**src/rtl/bnn_fc_argmax.sv**
```systemverilog
// Binary FC layer (XNOR-popcount over ten classes) followed by a sequential argmax.
// Optional score_max output enabled by defining BNN_FC_SCORE_OUT_EN.
module bnn_fc_argmax #(
    parameter int N_IN  = 800,
    parameter int ACC_W = 10
) (
    input  logic             clk,
    input  logic             rstn,
    input  logic             start,
    input  logic             act_in,
    input  logic             act_valid,
    input  logic [9:0]       weight_fc_in,
    output logic             fc_ivalid,
    output logic             done,
    output logic [3:0]       classes_b
`ifdef BNN_FC_SCORE_OUT_EN
    ,
    output logic [ACC_W-1:0] score_max
`endif
);

    localparam int CNT_W = (N_IN > 1) ? $clog2(N_IN) : 1;
    localparam logic [CNT_W-1:0] LAST = CNT_W'(N_IN - 1);

    typedef enum logic [2:0] {IDLE, ACCUM, DRAIN, ARGMAX, DONE} state_t;

    state_t           state;
    logic [CNT_W-1:0] in_cnt;
    logic             act_q;
    logic             wt_pend;
    logic [ACC_W-1:0] score [10];
    logic [3:0]       idx;
    logic [3:0]       best_idx;
    logic [ACC_W-1:0] best;

    logic             take;
    logic [ACC_W-1:0] nxt_best;
    logic [3:0]       nxt_idx;

    always_comb begin
        fc_ivalid = (state == ACCUM) && act_valid;
    end

    // idx 0 always seeds the running max; later entries need a strict win
    always_comb begin
        take     = (idx == 4'd0) || (score[idx] > best);
        nxt_best = take ? score[idx] : best;
        nxt_idx  = take ? idx : best_idx;
    end

    always_ff @(posedge clk or negedge rstn) begin
        if (!rstn) begin
            state     <= IDLE;
            in_cnt    <= '0;
            act_q     <= 1'b0;
            wt_pend   <= 1'b0;
            idx       <= '0;
            best_idx  <= '0;
            best      <= '0;
            done      <= 1'b0;
            classes_b <= '0;
`ifdef BNN_FC_SCORE_OUT_EN
            score_max <= '0;
`endif
            for (int unsigned k = 0; k < 10; k++) begin
                score[k] <= '0;
            end
        end else begin
            done <= 1'b0;
            // weights arrive one cycle after the request, aligned with act_q
            if (wt_pend) begin
                for (int unsigned k = 0; k < 10; k++) begin
                    score[k] <= score[k] + {{(ACC_W-1){1'b0}}, act_q ~^ weight_fc_in[k]};
                end
            end
            case (state)
                IDLE: begin
                    wt_pend <= 1'b0;
                    if (start) begin
                        for (int unsigned k = 0; k < 10; k++) begin
                            score[k] <= '0;
                        end
                        in_cnt <= '0;
                        state  <= ACCUM;
                    end
                end
                ACCUM: begin
                    wt_pend <= act_valid;
                    if (act_valid) begin
                        act_q  <= act_in;
                        in_cnt <= in_cnt + 1'b1;
                        if (in_cnt == LAST) begin
                            state <= DRAIN;
                        end
                    end
                end
                DRAIN: begin
                    wt_pend <= 1'b0;
                    idx     <= '0;
                    state   <= ARGMAX;
                end
                ARGMAX: begin
                    best     <= nxt_best;
                    best_idx <= nxt_idx;
                    idx      <= idx + 1'b1;
                    if (idx == 4'd9) begin
                        classes_b <= nxt_idx;
                        done      <= 1'b1;
`ifdef BNN_FC_SCORE_OUT_EN
                        score_max <= nxt_best;
`endif
                        state     <= DONE;
                    end
                end
                DONE: begin
                    state <= IDLE;
                end
                default: begin
                    state <= IDLE;
                end
            endcase
        end
    end

endmodule
```
**config.mk**
```make
export PLATFORM = sky130hd
export DESIGN_NAME = bnn_fc_argmax
export DESIGN_NICKNAME = d
export VERILOG_FILES = /design/src/rtl/bnn_fc_argmax.sv
export SDC_FILE = /design/constraint.sdc
export NUM_CORES = 1
export LEC_CHECK = 0
export ABC_AREA = 1
export BUFFER_PORTS_ARGS = -buffer_cell sky130_fd_sc_hd__buf_4
export CAP_MARGIN = 20
export CORE_AREA = 5 5 138 140
export CTS_CLUSTER_DIAMETER = 40
export CTS_CLUSTER_SIZE = 20
export DETAILED_ROUTE_END_ITERATION = 8
export DIE_AREA = 0 0 143 145
export PLACE_DENSITY_LB_ADDON = 0.05
export SKIP_LAST_GASP = 1
export SLEW_MARGIN = 20
export SYNTH_ARGS = -nofsm -noshare
export SYNTH_HDL_FRONTEND = slang
export SYNTH_SLANG_ARGS = --single-unit
```
**constraint.sdc**
```tcl
create_clock -name clk -period 2.4 [get_ports clk]
set_input_delay 0.48 -clock clk [delete_from_list [all_inputs] [get_ports clk]]
set_output_delay 0.48 -clock clk [all_outputs]
set_load 0.1 [all_outputs]
```
==> flow_results.org, run 1 <==
** Layout
- Once layout is complete, the utilization of the core stands at 0.5873.
- For this run, the number of standard cells in the final layout without fillers is between 1k and 1.5k.
- 0 antenna diodes ended up in the layout.
- After the last flow step, the layout net total stands at 1185.
- Of the cells placed in the final design, the portion with a size suffix greater than 1 is 0.2517.
- Area growth from synthesis to final layout :: 28.51%
- After routing the design area is between 10000 and 15000 um^2.
- Number of filler instances in the final layout :: roughly 1.6k

** Floorplanning
- The initialized floorplan defines 49 standard-cell rows.
- From left edge to right edge, the die measures roughly 140 um.
- Area of the die :: approximately 21000 um^2
- Area of the placeable core :: 17720 um^2
- Initial standard-cell utilization of the core :: 0.4570
- Pin placement for this block handled 21 I/O pins.
- From bottom edge to top edge, the die measures 145 um.

** Routing
- Avg Vias per Cell :: approximately 5.2
- Remaining antenna violation count after routing :: 0
- In the routed design, unresolved DRC markers number 0.
- Starting DRT DRC Count :: between 400 and 500
- The pre-antenna-repair detailed-routing pass consisted of 5 iterations.
- DRT Wirelength :: between 20000 and 25000 um
- Routed WL per cell :: between 15 and 20 um
- The final route contains around 7k vias.

** Synth
- Yosys mapped a number of flops with a built-in enable equal to 0.
- Synthesized net count :: between 1k and 1.5k
- Synth top area share :: 0.4265
- In the synthesized netlist the dominant register cell turns out to be sky130_fd_sc_hd__dfrtp_1.
- The Yosys step of the flow raised 0 warnings.
- The cell area that synthesis handed to floorplanning was around 8000 um^2.
- Counting flops with an async set or reset pin after synthesis yields a share of 1.000.
- By area the synthesized netlist is led by sky130_fd_sc_hd__dfrtp_1, sky130_fd_sc_hd__nand2_1, sky130_fd_sc_hd__o21ai_0.
- Mean Syn Cell Area :: 7.824 um^2
- Register area share after synthesis :: 0.4265
- Largest area contributor in the synthesized netlist :: sky130_fd_sc_hd__dfrtp_1
- After synthesis the netlist holds a flip-flop and latch count of roughly 140.
- Post-synth cell types :: 39
- After technology mapping, the gate count stands at 1035.

** STA
- Clock Skews :: 0.009427 ns
- Setup-failing EPs final :: 18
- Highest achievable clock rate :: around 380 MHz
- Final hold violation count :: 0
- Unrepaired setup endpoints after global routing :: yes
- In the finished design, the share of the clock period the worst path needs comes to 1.085.
- At the pin with the least slew margin, the transition time is 0.7910 ns.
- Worst slew margin :: 0.4727
- Setup ws final :: -0.2050 ns
- Fin. max-slew vios :: 0
- Minimum clock period :: around 2.6 ns

** Place
- In this run the tool buffered the top-level ports with 20 buffer cells.
- Including well taps, the total number of placed cells is 1329.
- In this run the cell area measured after placement is 9106 um^2.
- Placer Congestion :: 0.8248
- Detail Placement HPWL :: 15560 um

** Hold path
- The min-delay analysis places its worst path in the category primary input to async pin.

** CTS
- Clock latency on the worst-skew pair, taken at its later pin, is ~0.43 ns.
- For this design, the sink count on the clock tree is ~140.
- Hold repair after CTS inserted 0 buffers.
- # H-tree levels :: 4
- Counting the buffers created by CTS gives 17.
- Cell at the root of the clock tree :: sky130_fd_sc_hd__clkbuf_16
- Clock-pin transition on the worst setup and hold timing paths :: 0.06 ns
- TritonCTS clock tree :: built
- The longest clock path from root to sink contains 2 buffers.

** Critical path
- In this design, the stage delay of the slowest critical-path cell is about 0.47 ns.
- Data arrives at the worst endpoint at 2.92 ns.
- The critical path is of the flip-flop to flip-flop type.
- STA classifies the critical path endpoint as a flip-flop.
- Crit path max fanout :: 8
- Category of cells accounting for the largest share of critical-path delay :: simple AND/OR/NAND/NOR gates
- STA puts the critical path data required time at around 2.7 ns.
- By instance count, the cell type seen most on the critical path is sky130_fd_sc_hd__nand2_1.
- The largest individual stage delay along the critical path comes from the cell sky130_fd_sc_hd__dfrtp_2.
- Count of buffering cells on the critical path with inverters included :: 5
- Kind of launch point of the worst setup path :: flip-flop
- The signal on the critical path passes through clkinv_4, buf_12, buf_12, buf_4, nand2_1, nand2_1, nand2_2, nand3_4, ha_4, nand2_1, nor2_4, nand4_1, nand2_4, nand2_8, buf_8, nand3_2, nand2_1.

** Global routing
- Global routing finished with a remaining overflow of 0.
- GRT Resource Usage Total :: 0.2281
- Largest net degree at the start of global routing :: 74
- Wire length of the first global-routing pass :: approximately 38000 um
- Via count of the first global-routing pass :: just over 7k
- The number of antenna violations at the first check in global routing came to 0.

** Run
- The tool flagged a number of max-cap violations equal to 0.

** Outcome
- Failing checks :: negative setup slack
- Status :: complete, but fails checks

** Power
- VDD sags by at most ~0.96 mV.
- Dividing total power by cell area gives a power density of between 1000 and 1500 nW/um^2.
- Power, Total :: around 15000 uW
- The analysis attributes to cell leakage a power of between 0.004 and 0.005 uW.
registers in the layout, summed over array words and instances, names as in the netlist:
| signal | flops |
|---|---|
| score | 100 |
| best | 10 |
| in_cnt | 10 |
| best_idx | 4 |
| classes_b | 4 |
| idx | 4 |
| state | 3 |
| act_q | 1 |
| done | 1 |
| wt_pend | 1 |
per-layer routing:
metal / share of wire / vias to the layer above / track usage
met1: 0.49 / 3403 / 0.3396
met5: 0 / - / 0
li1: - / 3646 / -
met3: 0.034 / 18 / 0.03488
met4: 0.015 / 0 / 0.06036
met2: 0.46 / 129 / 0.3473
cell usage after synthesis (2+ instances only):
library cell               number
sky130_fd_sc_hd__buf_4          4
sky130_fd_sc_hd__o21ai_0       96
sky130_fd_sc_hd__buf_1          2
sky130_fd_sc_hd__nor2_4         6
sky130_fd_sc_hd__nand4_2        2
sky130_fd_sc_hd__dfrtp_1      138
sky130_fd_sc_hd__o21ai_1        2
sky130_fd_sc_hd__inv_2          2
sky130_fd_sc_hd__a21oi_1       86
sky130_fd_sc_hd__nor2_1        84
sky130_fd_sc_hd__xor2_1        17
sky130_fd_sc_hd__o211ai_1      21
sky130_fd_sc_hd__o31ai_1        2
sky130_fd_sc_hd__nor3_1        27
sky130_fd_sc_hd__nand3_1       72
sky130_fd_sc_hd__a31oi_1        2
sky130_fd_sc_hd__o22ai_1        5
sky130_fd_sc_hd__buf_2         17
sky130_fd_sc_hd__o21a_1         3
sky130_fd_sc_hd__nor2_2         8
sky130_fd_sc_hd__inv_4          3
sky130_fd_sc_hd__nand3b_1       2
sky130_fd_sc_hd__nand4_1       21
sky130_fd_sc_hd__buf_6          3
sky130_fd_sc_hd__clkbuf_1      14
sky130_fd_sc_hd__xnor2_1       11
sky130_fd_sc_hd__or2_2         16
sky130_fd_sc_hd__nand2_2        3
sky130_fd_sc_hd__inv_1        123
sky130_fd_sc_hd__ha_1          34
sky130_fd_sc_hd__nor3_4         5
sky130_fd_sc_hd__nor3_2         4
sky130_fd_sc_hd__nand2_1      194
kinds of logic (layout without fill, tap and decap cells):
| family | Yosys count | after routing | synth area share |
|---|---|---|---|
| simple gates | 447 | 448 | 0.2590 |
| fa+ha+maj | 34 | 34 | 0.05253 |
| xor+xnor | 28 | 28 | 0.03028 |
| flops | 138 | 138 | 0.4265 |
| buf+inv | 169 | 281 | 0.08668 |
| compound gates | 219 | 219 | 0.1451 |
through the flow:
step	hold slack, ns	TNS [ns]	setup slack (ns)
finish	0.01553	-3.219	-0.2050
global route	0.05211	-5.578	-0.3453
global placement	0.4525	-3.872	-0.2611
detailed placement	0.4588	-5.079	-0.3217
CTS	0.03625	-1.303	-0.09608
floorplan	0.1844	0	0.01215
what timing repair did:
action                     4_1_cts  5_1_grt
hold endpoints to repair         0        0
gates resized for setup        116       37
gates cloned                     5        1
setup buffers                   11        2
pin swaps                       46       14
setup endpoints to repair       20       24
worst paths after layout:
path	start	slack (ns)	cells past startpoint	to
worst min register to register	score[48]$_DFF_PN0_	0.46	1	score[48]$_DFF_PN0_
worst max-delay path	idx[0]$_DFFE_PN0P_	-0.20	17	best[7]$_DFFE_PN0P_
worst max register to register	idx[0]$_DFFE_PN0P_	-0.20	17	best[7]$_DFFE_PN0P_
max in group asynchronous	rstn	1.75	2	wt_pend$_DFFE_PN0P_
worst min-delay path	rstn	0.02	1	score[63]$_DFF_PN0_
min in group clk	act_in	0.32	3	act_q$_DFFE_PN0P_
cells in the final DEF (no fill, tap or decap), types with 11 or more instances in the layout:
master,netlist,routed
sky130_fd_sc_hd__o21ai_1,2,24
sky130_fd_sc_hd__nand2_1,194,181
sky130_fd_sc_hd__nor2_1,84,81
sky130_fd_sc_hd__dfrtp_1,138,135
sky130_fd_sc_hd__buf_4,4,100
sky130_fd_sc_hd__nor3_1,27,22
sky130_fd_sc_hd__buf_12,0,11
sky130_fd_sc_hd__nand2_2,3,11
sky130_fd_sc_hd__xor2_1,17,17
sky130_fd_sc_hd__ha_1,34,24
sky130_fd_sc_hd__inv_1,123,121
sky130_fd_sc_hd__clkbuf_16,0,18
sky130_fd_sc_hd__or2_2,16,16
sky130_fd_sc_hd__nand3_1,72,53
sky130_fd_sc_hd__nand4_1,21,21
sky130_fd_sc_hd__o21ai_0,96,58
sky130_fd_sc_hd__o21ai_2,0,16
sky130_fd_sc_hd__a21oi_1,86,75
sky130_fd_sc_hd__nand3_2,1,14
sky130_fd_sc_hd__o211ai_1,21,21
power breakdown:
group	internal [uW]	switching [uW]
combinational	3710	4760
clock	1410	1050
sequential	2980	637
final cells by class:
class	count	area, um^2	share of cell area
Multi-Input combinational cell	729	4461	0.4286
Timing Repair Buffer	122	1170	0.1124
Sequential cell	138	3460	0.3325
Tap cell	229	286.5	0.02753
Inverter	128	495.5	0.04761
Clock buffer	18	429.2	0.04124
Clock inverter	13	105.1	0.01010
No activity file was read; power rests on OpenSTA's default activity.
==> run 2, diff against run 1 <==
--- a/config.mk
+++ b/config.mk
@@ -13,7 +13,9 @@
 export CTS_CLUSTER_SIZE = 20
 export DETAILED_ROUTE_END_ITERATION = 8
 export DIE_AREA = 0 0 143 145
+export HOLD_SLACK_MARGIN = 0.06
 export PLACE_DENSITY_LB_ADDON = 0.05
+export REMOVE_ABC_BUFFERS = 1
 export SKIP_LAST_GASP = 1
 export SLEW_MARGIN = 20
 export SYNTH_ARGS = -nofsm -noshare
==> run 2 against run 1 <==
Net effect: the flow still finishes with violations (negative setup slack); register-to-register slack got worse by 0.02 ns; total power fell by 3.2%; clock-buffer cell count is 7 higher; clock skew down 0.0013 ns; cell count down 0.80%; utilization decreased by 1.6 points; sequential power decreased by 2%; cell area fell by 2.8%; global-route usage is 1.6 points lower; critical path depth decreased by 1; critical path type unchanged; largest cell class unchanged.
==> flow_results.org, run 2 (synthesized netlist as in run 1, its figures left out) <==
** Outcome
- Status :: complete, but fails checks
- The final reports fail on negative setup slack.

** Layout
- Final Instance Area :: 10120 um^2 (-2.8%)
- Most used cells in the layout excluding fill and tap cells :: sky130_fd_sc_hd__nand2_1, sky130_fd_sc_hd__dfrtp_1, sky130_fd_sc_hd__inv_1, sky130_fd_sc_hd__buf_4, sky130_fd_sc_hd__a21oi_1
- Area growth from synthesis to final layout :: 24.95%
- The proportion of layout cells with a drive suffix above 1 is 0.2181 (-0.03362).
- The largest registers in the layout are score x100, best x10, in_cnt x10.
- Biggest register :: score
- The number of standard cells in the final layout excluding fillers came to 1366 (-0.80%).
- Layout Nets :: 1177 (-0.68%)
- The number of diodes added for antenna fixing was 0 (unchanged).
- Number of flip-flops in the largest register :: 100 (unchanged)
- The final-layout fill cell count was 1598 (+0.38%).
- Most common library cell in the layout ignoring fill and taps :: sky130_fd_sc_hd__nand2_1

** CTS
- The number of CTS-inserted buffers was 17 (unchanged).
- TritonCTS built the clock tree.
- Number of sinks driven by the clock tree :: 138 (unchanged)
- Clock-pin transition on the worst setup and hold timing paths :: 0.06 ns (about the same)
- The maximum clock path buffer count came to 2 (unchanged).
- CTS placed an instance of sky130_fd_sc_hd__clkbuf_16 at the clock tree root.
- Clock insertion delay at the later pin of the skew report :: 0.42 ns (about the same)
- # H-tree levels :: 4 (unchanged)

** Routing
- Starting DRT DRC Count :: 410 (-18%)
- The post-detailed-route count of antenna-violating nets is 0 (unchanged).
- The remaining routing DRC violations came to 0 (unchanged).
- Routed via count :: 7083 (-1.6%)
- DRT Wirelength :: 21590 um (-4.2%)
- The via density per instance came to 5.185 (-0.78%).
- The routed wirelength normalized by instance count was 15.80 um (-3.5%).
- First-pass iteration count of the detailed router :: 5 (unchanged)

** Critical path
- Delay contributed by the slowest stage of the critical path :: 0.44 ns (-0.03 ns)
- Critical path launch point :: idx[0]$_DFFE_PN0P_
- Critical Path, Cell by Cell :: inv_4, buf_6, buf_6, o21ai_2, a21oi_2, o21ai_2, nand3_2, ha_1, nand2_2, nor2_4, nand4_1, nand2_4, nand2_8, buf_16, nand3_1, nand2_1
- The worst setup path is launched from a flip-flop.
- In this run the worst setup path terminates at best[3]$_DFFE_PN0P_.
- Reg2reg setup slack :: -0.22 ns (-0.02 ns)
- Launch point of the worst reg-to-reg path :: idx[0]$_DFFE_PN0P_
- Crit path max fanout :: 7 (-1)
- The data arrival time of the critical path was 2.92 ns (about the same).
- The number of cells on the worst reg-to-reg path came to 16 (-1).
- The required time at the endpoint of the critical path is 2.70 ns (-0.02 ns).
- Reg-to-reg endpoint :: best[3]$_DFFE_PN0P_
- The worst setup path is captured at a flip-flop.
- Worst-path cell with the longest stage delay :: sky130_fd_sc_hd__dfrtp_2
- The setup path with the least slack is of type flip-flop to flip-flop.

** STA
- Worst slew margin :: 0.6450 (+0.1723)
- The final number of setup-violating endpoints is 18 (unchanged).
- Highest achievable clock rate :: 381.3 MHz (-0.67%)
- Slew at the pin closest to its max-slew limit :: 0.5325 ns (-0.2585 ns)
- The share of the cycle needed by the critical path after routing is 1.093 (+0.007266).
- Clock Skews :: 0.008096 ns (-0.001331 ns)
- Fin. max-slew vios :: 0 (unchanged)
- The number of hold violations in the final report came to 0 (unchanged).
- Setup ws final :: -0.2224 ns (-0.01744 ns)
- The time the final worst path needs with I/O delays and setup came to 2.622 ns (+0.01744 ns).
- Final hold slack :: 0.3002 ns (+0.2846 ns)
- Setup repair after global routing could not meet its margin everywhere.

** Global routing
- The overflow left after global routing came to 0 (unchanged).
- The first-pass GRT wire length is 35390 um (-5.8%).
- GRT Resource Usage Total :: 0.2123 (-0.01588)
- The pin count of the biggest net entering global routing was 61 (-18%).
- Via count of the first global-routing pass :: 6862 (-3.8%)
- The number of antenna violations at the first check in global routing came to 0 (unchanged).

** Power
- The power density normalized to cell area is 1391 nW/um^2 (-0.46%).
- Power, Total :: 14070 uW (-3.2%)
- Static Leakage :: 0.004742 uW (-2.0%)
- Worst vdd rail ir drop :: 0.8155 mV (-15%)

** Floorplanning
- Initial standard-cell utilization of the core :: 0.4570 (unchanged)
- The die boundary width came to 143 um (unchanged).
- Area of the die :: 20740 um^2 (unchanged)
- Area of the placeable core :: 17720 um^2 (unchanged)
- The count of pins on the block boundary was 21 (unchanged).
- The number of placement rows came to 49 (unchanged).
- Height of the die :: 145 um (unchanged)

** Place
- Port buffer count :: 20 (unchanged)
- The placer congestion estimate is 0.8074 (-2.1%).
- The total instance count after detailed placement was 1311 (-1.4%).
- Detail Placement HPWL :: 14660 um (-5.8%)
- The total placed instance area came to 8917 um^2 (-2.1%).

** Hold path
- Hold Path Class :: primary input to flip-flop
- The worst hold path was traced through 3 stages.

** Run
- MaxCap Viol Count :: 0 (unchanged)
## run 2: changes by cell type in the layout (fill, tap and decap cells not counted), sizes merged
| cell | delta |
|---|---|
| buf | -8 |
| clkbuf | +7 |
| clkinv | -7 |
| clkinvlp | -2 |
| bufbuf | -1 |
| bufinv | -1 |
| dlygate4sd3 | +1 |
## run 2: stage by stage
| stage | TNS, ns | util | setup slack (ns) |
|---|---|---|---|
| final | -2.941 | 0.5711 | -0.2224 |
| after global routing | -5.159 | 0.5711 | -0.3484 |
| after CTS | -1.835 | 0.5488 | -0.1334 |
| after detailed placement | -6.192 | 0.5033 | -0.3959 |
| after global placement | -4.729 | 0.5033 | -0.3077 |
| after floorplan | -39.05 | - | -1.296 |
## run 2: power breakdown
part	leakage, uW	internal, uW	switching [uW]
clock	0.000245	1380	948
combinational	0.00266	3520	4670
sequential	0.00183	2970	580
total	0.00474	7870	6200
## run 2: worst min-delay path by stage
stage / end / from
global route: act_q$_DFFE_PN0P_ / act_in
detailed placement: score[30]$_DFF_PN0_ / rstn
CTS: act_q$_DFFE_PN0P_ / act_in
floorplan: act_q$_DFFE_PN0P_ / rstn
finish: act_q$_DFFE_PN0P_ / act_in
global placement: score[30]$_DFF_PN0_ / rstn
## run 2: layout make-up
cell class	instances	area, um^2	share of cell area
clock buffer	25	485.5	0.04798
timing repair buffer	114	1037	0.1025
clock inverter	3	17.52	0.001731
inverter	128	495.5	0.04897
tap	229	286.5	0.02832
multi-input combinational	729	4340	0.4290
sequential	138	3456	0.3415
## run 2: worst max-delay path: cells and delay by family, from the launching register on
kind | cells | cell delay [ns]
simple gates | 8 | 0.92
buf+inv | 4 | 0.49
flops | 1 | 0.44
compound gates | 3 | 0.34
fa+ha+maj | 1 | 0.32
## run 2: timing repair
item                                   4_1_cts  5_1_grt
endpoints found under the hold margin       43        0
hold buffers                                 1        0
setup endpoints to repair                   18       18
cloned                                       1        2
setup buffers                               20        4
resized for setup                           44       77
pin swaps                                   17       34
## run 2: metal layers
metal / global-route usage / up-vias / part of all wire
met5: 0 / - / 0
met4: 0.05466 / 0 / 0.015
met3: 0.03521 / 23 / 0.030
met2: 0.3391 / 108 / 0.48
met1: 0.3005 / 3336 / 0.48
li1: - / 3616 / -
==> run 3, diff against run 2 <==
--- a/config.mk
+++ b/config.mk
@@ -8,11 +8,11 @@
 export ABC_AREA = 1
 export BUFFER_PORTS_ARGS = -buffer_cell sky130_fd_sc_hd__buf_4
 export CAP_MARGIN = 20
-export CORE_AREA = 5 5 138 140
+export CORE_AREA = 5 5 149 151
 export CTS_CLUSTER_DIAMETER = 40
 export CTS_CLUSTER_SIZE = 20
 export DETAILED_ROUTE_END_ITERATION = 8
-export DIE_AREA = 0 0 143 145
+export DIE_AREA = 0 0 154 156
 export HOLD_SLACK_MARGIN = 0.06
 export PLACE_DENSITY_LB_ADDON = 0.05
 export REMOVE_ABC_BUFFERS = 1
==> constraint.sdc (replaced) <==
create_clock -name clk -period 2.4 [get_ports clk]
set_input_delay 0.12 -clock clk [delete_from_list [all_inputs] [get_ports clk]]
set_output_delay 0.12 -clock clk [all_outputs]
set_load 0.1 [all_outputs]
==> run 3 against run 2 <==
Net effect: sequential cell count stayed put; global-route usage is 1.4 points lower; cell area is 5.4% higher; cell count is 5.9% higher; critical path depth is 2 higher; sequential power hardly changed; the flow still finishes with violations (negative setup slack); worst hold slack worse by 0.18 ns; sequential share of layout area is 1.8 points lower.
==> flow_results.org, run 3 (synthesized netlist as in run 1, its figures left out) <==
** Outcome
- Status :: complete, but fails checks
- The checks that failed: negative setup slack.

** Routing
- The via density per instance came to 5.016 (-3.3%).
- Routed WL per cell :: 15.77 um (-0.19%)
- The post-detailed-route count of antenna-violating nets was 0 (unchanged).
- The total wire length after detailed routing came to 22810 um (+5.7%).
- The number of vias in the routed layout is 7253 (+2.4%).
- The number of search-and-repair iterations in the first detailed-routing pass was 5 (unchanged).
- Final routed DRC violation total :: 0 (unchanged)
- Starting DRT DRC Count :: 256 (-38%)

** Critical path
- Crit path max fanout :: 10 (+3)
- Endpoint arrival time on the critical path :: 2.90 ns (-0.02 ns)
- The worst setup path is launched from a flip-flop.
- Worst-path cell with the longest stage delay :: sky130_fd_sc_hd__dfrtp_1
- Count of cells along the worst register-to-register path :: 18 (+2)
- Crit Path Category :: flip-flop to flip-flop
- The worst register-to-register path begins at idx[0]$_DFFE_PN0P_.
- Reg2reg setup slack :: -0.18 ns (+0.04 ns)
- Traced cell by cell, the critical path runs through buf_6, inv_8, bufbuf_16, o21ai_2, nand2_1, nand2_2, nand3_4, buf_4, buf_4, buf_4, buf_4, buf_4, buf_4, buf_4, buf_4, buf_4, nand3_1, nand2_1.
- The required time at the endpoint of the critical path is 2.72 ns (+0.02 ns).
- Worst path most repeated cell :: sky130_fd_sc_hd__buf_4
- The endpoint identified for the worst register-to-register timing path is best[6]$_DFFE_PN0P_.
- Category of the worst setup path capture point :: flip-flop
- Delay contributed by the slowest stage of the critical path :: 0.38 ns (-0.06 ns)

** CTS
- Cell at the root of the clock tree :: sky130_fd_sc_hd__clkbuf_16
- Clock insertion delay at the later pin of the skew report :: 0.43 ns (about the same)
- Clock-pin transition on the worst setup and hold timing paths :: 0.06 ns (about the same)
- TritonCTS built the clock tree.
- Number of sinks driven by the clock tree :: 138 (unchanged)
- Buffers from clock root to sink, at most :: 2 (unchanged)
- The number of CTS-inserted buffers was 17 (unchanged).
- The maximum level of the CTS H-tree is 4 (unchanged).

** Hold path
- The path with the worst hold slack has its endpoint at act_q$_DFFE_PN0P_.
- The min-delay analysis places its worst path in the category primary input to flip-flop.
- The number of instances on the worst hold path came to 5 (+2).
- Worst hold start :: act_valid

** Power
- Worst vdd rail ir drop :: 0.7971 mV (-2.3%)
- Static Leakage :: 0.004984 uW (+5.1%)
- Power, Total :: 15200 uW (+8.0%)
- Pwr per Cell Area :: 1426 nW/um^2 (+2.5%)

** Layout
- Share of layout cells above drive strength 1 :: 0.2502 (+0.03210)
- Layout Nets :: 1207 (+2.5%)
- Biggest register :: score
- In the layout the commonest cells are sky130_fd_sc_hd__nand2_1, sky130_fd_sc_hd__dfrtp_1, sky130_fd_sc_hd__inv_1, sky130_fd_sc_hd__buf_4, sky130_fd_sc_hd__nor2_1.
- The number of diodes added for antenna fixing is 0 (unchanged).
- The number of standard cells in the final layout excluding fillers came to 1446 (+5.9%).
- The post-layout instance area is 10670 um^2 (+5.4%).
- Number of flip-flops in the largest register :: 100 (unchanged)
- The library cell used most frequently in the layout, excluding fill and tap cells, is sky130_fd_sc_hd__nand2_1.
- The largest registers in the layout are score x100, best x10, in_cnt x10.
- Area growth from synthesis to final layout :: 31.71%
- The final-layout fill cell count came to 2006 (+26%).

** Floorplanning
- The count of pins on the block boundary is 21 (unchanged).
- Area of the die :: 24020 um^2 (+16%)
- The initial cell density of the core was 0.3914 (-0.06564).
- Overall die width :: 154 um (+7.7%)
- Area of the placeable core :: 20690 um^2 (+17%)
- The number of placement rows came to 53 (+8.2%).
- The die outline height was 156 um (+7.6%).

** STA
- Portion of the clock cycle consumed by the worst path in the final layout :: 1.076 (-0.01700)
- Unrepaired setup endpoints after global routing :: yes
- Setup ws final :: -0.1816 ns (+0.04080 ns)
- Worst slew margin :: 0.6780 (+0.03304)
- Minimum clock period :: 2.582 ns (-0.04080 ns)
- Slew at the pin closest to its max-slew limit :: 0.4829 ns (-0.04956 ns)
- Highest achievable clock rate :: 387.4 MHz (+1.6%)
- Final hold violation count :: 0 (unchanged)
- The final number of setup-violating endpoints is 18 (unchanged).
- Clock Skews :: 0.01276 ns (+0.004667 ns)
- The number of pins exceeding their max-slew limit in the final report is 0 (unchanged).

** Global routing
- The first-pass GRT wire length was 38230 um (+8.0%).
- The number of antenna violations at the first check in global routing is 0 (unchanged).
- Largest net degree at the start of global routing :: 74 (+21%)
- The total routing usage reported by global routing came to 0.1978 (-0.01444).
- Gr ovfl total :: 0 (unchanged)
- The number of global-route vias before repair was 7228 (+5.3%).

** Place
- The half-perimeter wire length of the detailed placement result was 15540 um (+6.0%).
- Placer Congestion :: 0.8141 (+0.83%)
- Port buffer count :: 20 (unchanged)
- The total placed instance area was 9086 um^2 (+1.9%).
- Instance count after placement with tap cells included :: 1372 (+4.7%)

** Run
- MaxCap Viol Count :: 0 (unchanged)
-- run 3: cell count changes in the layout (fill, tap and decap cells not counted), sizes merged --
cell,change
clkinv,+2
dlygate4sd3,+2
bufbuf,+1
clkbuf,-7
bufinv,+3
inv,+4
buf,+28
clkinvlp,+1
-- run 3: area by class of cell --
class | instances | area [um^2] | area share
clock inverters | 13 | 163.9 | 0.01537
clock buffers | 19 | 452.9 | 0.04247
inverters | 128 | 498.0 | 0.04669
multi-input cells | 729 | 4418 | 0.4142
well taps | 275 | 344.1 | 0.03226
repair buffers | 144 | 1334 | 0.1251
flip-flops and latches | 138 | 3455 | 0.3239
-- run 3: stage by stage --
step | setup TNS [ns] | setup WS (ns) | hold WS (ns) | utilization
after floorplan | -39.05 | -1.296 | -0.1756 | -
after global placement | -5.297 | -0.3531 | 0.03895 | 0.4392
after detailed placement | -6.282 | -0.3962 | 0.03766 | 0.4392
after CTS | -1.930 | -0.1356 | 0.1110 | 0.5068
after global routing | -4.394 | -0.2845 | 0.1370 | 0.5155
final | -2.272 | -0.1816 | 0.1201 | 0.5155
-- run 3: timing repair --
action / 4_1_cts / 5_1_grt
setup buffers: 31 / 5
gates cloned: 5 / 1
gates resized for setup: 119 / 35
hold buffers: 3 / 0
endpoints found under the setup margin: 18 / 18
pin swaps: 32 / 23
hold endpoints to repair: 140 / 0
-- run 3: worst max path at each step --
stage	startpoint	end	slack [ns]	depth (start not counted)
floorplan	idx[0]$_DFFE_PN0P_	best_idx[1]$_DFFE_PN0P_	-1.30	15
global placement	idx[0]$_DFFE_PN0P_	best_idx[0]$_DFFE_PN0P_	-0.35	19
detailed placement	idx[0]$_DFFE_PN0P_	best_idx[1]$_DFFE_PN0P_	-0.40	16
CTS	idx[0]$_DFFE_PN0P_	classes_b[1]$_DFFE_PN0P_	-0.14	18
global route	idx[0]$_DFFE_PN0P_	best[6]$_DFFE_PN0P_	-0.28	18
finish	idx[0]$_DFFE_PN0P_	best[6]$_DFFE_PN0P_	-0.18	18
-- run 3: critical path: cells and delay by family, from the launching register on --
kind | cells | cell delay [ns]
AO/OA/AOI/OAI | 1 | 0.14
AND/OR/NAND/NOR | 5 | 0.40
buffers and inverters | 12 | 1.56
flip-flops | 1 | 0.38
-- run 3: routing by layer --
metal	wire [um]	GRT usage	vias up
met5	0	0	-
met3	753	0.03634	21
met4	272	0.04626	0
met1	11260	0.2799	3452
met2	10520	0.3170	99
li1	-	-	3681
-- run 3: power by group --
part           internal (uW)  leakage [uW]  total [uW]  switching, uW
combinational           4030       0.00285        8860           4820
sequential              2970       0.00184        3550            576
clock                   1700      0.000301        2800           1100
total                   8700       0.00498       15200           6500
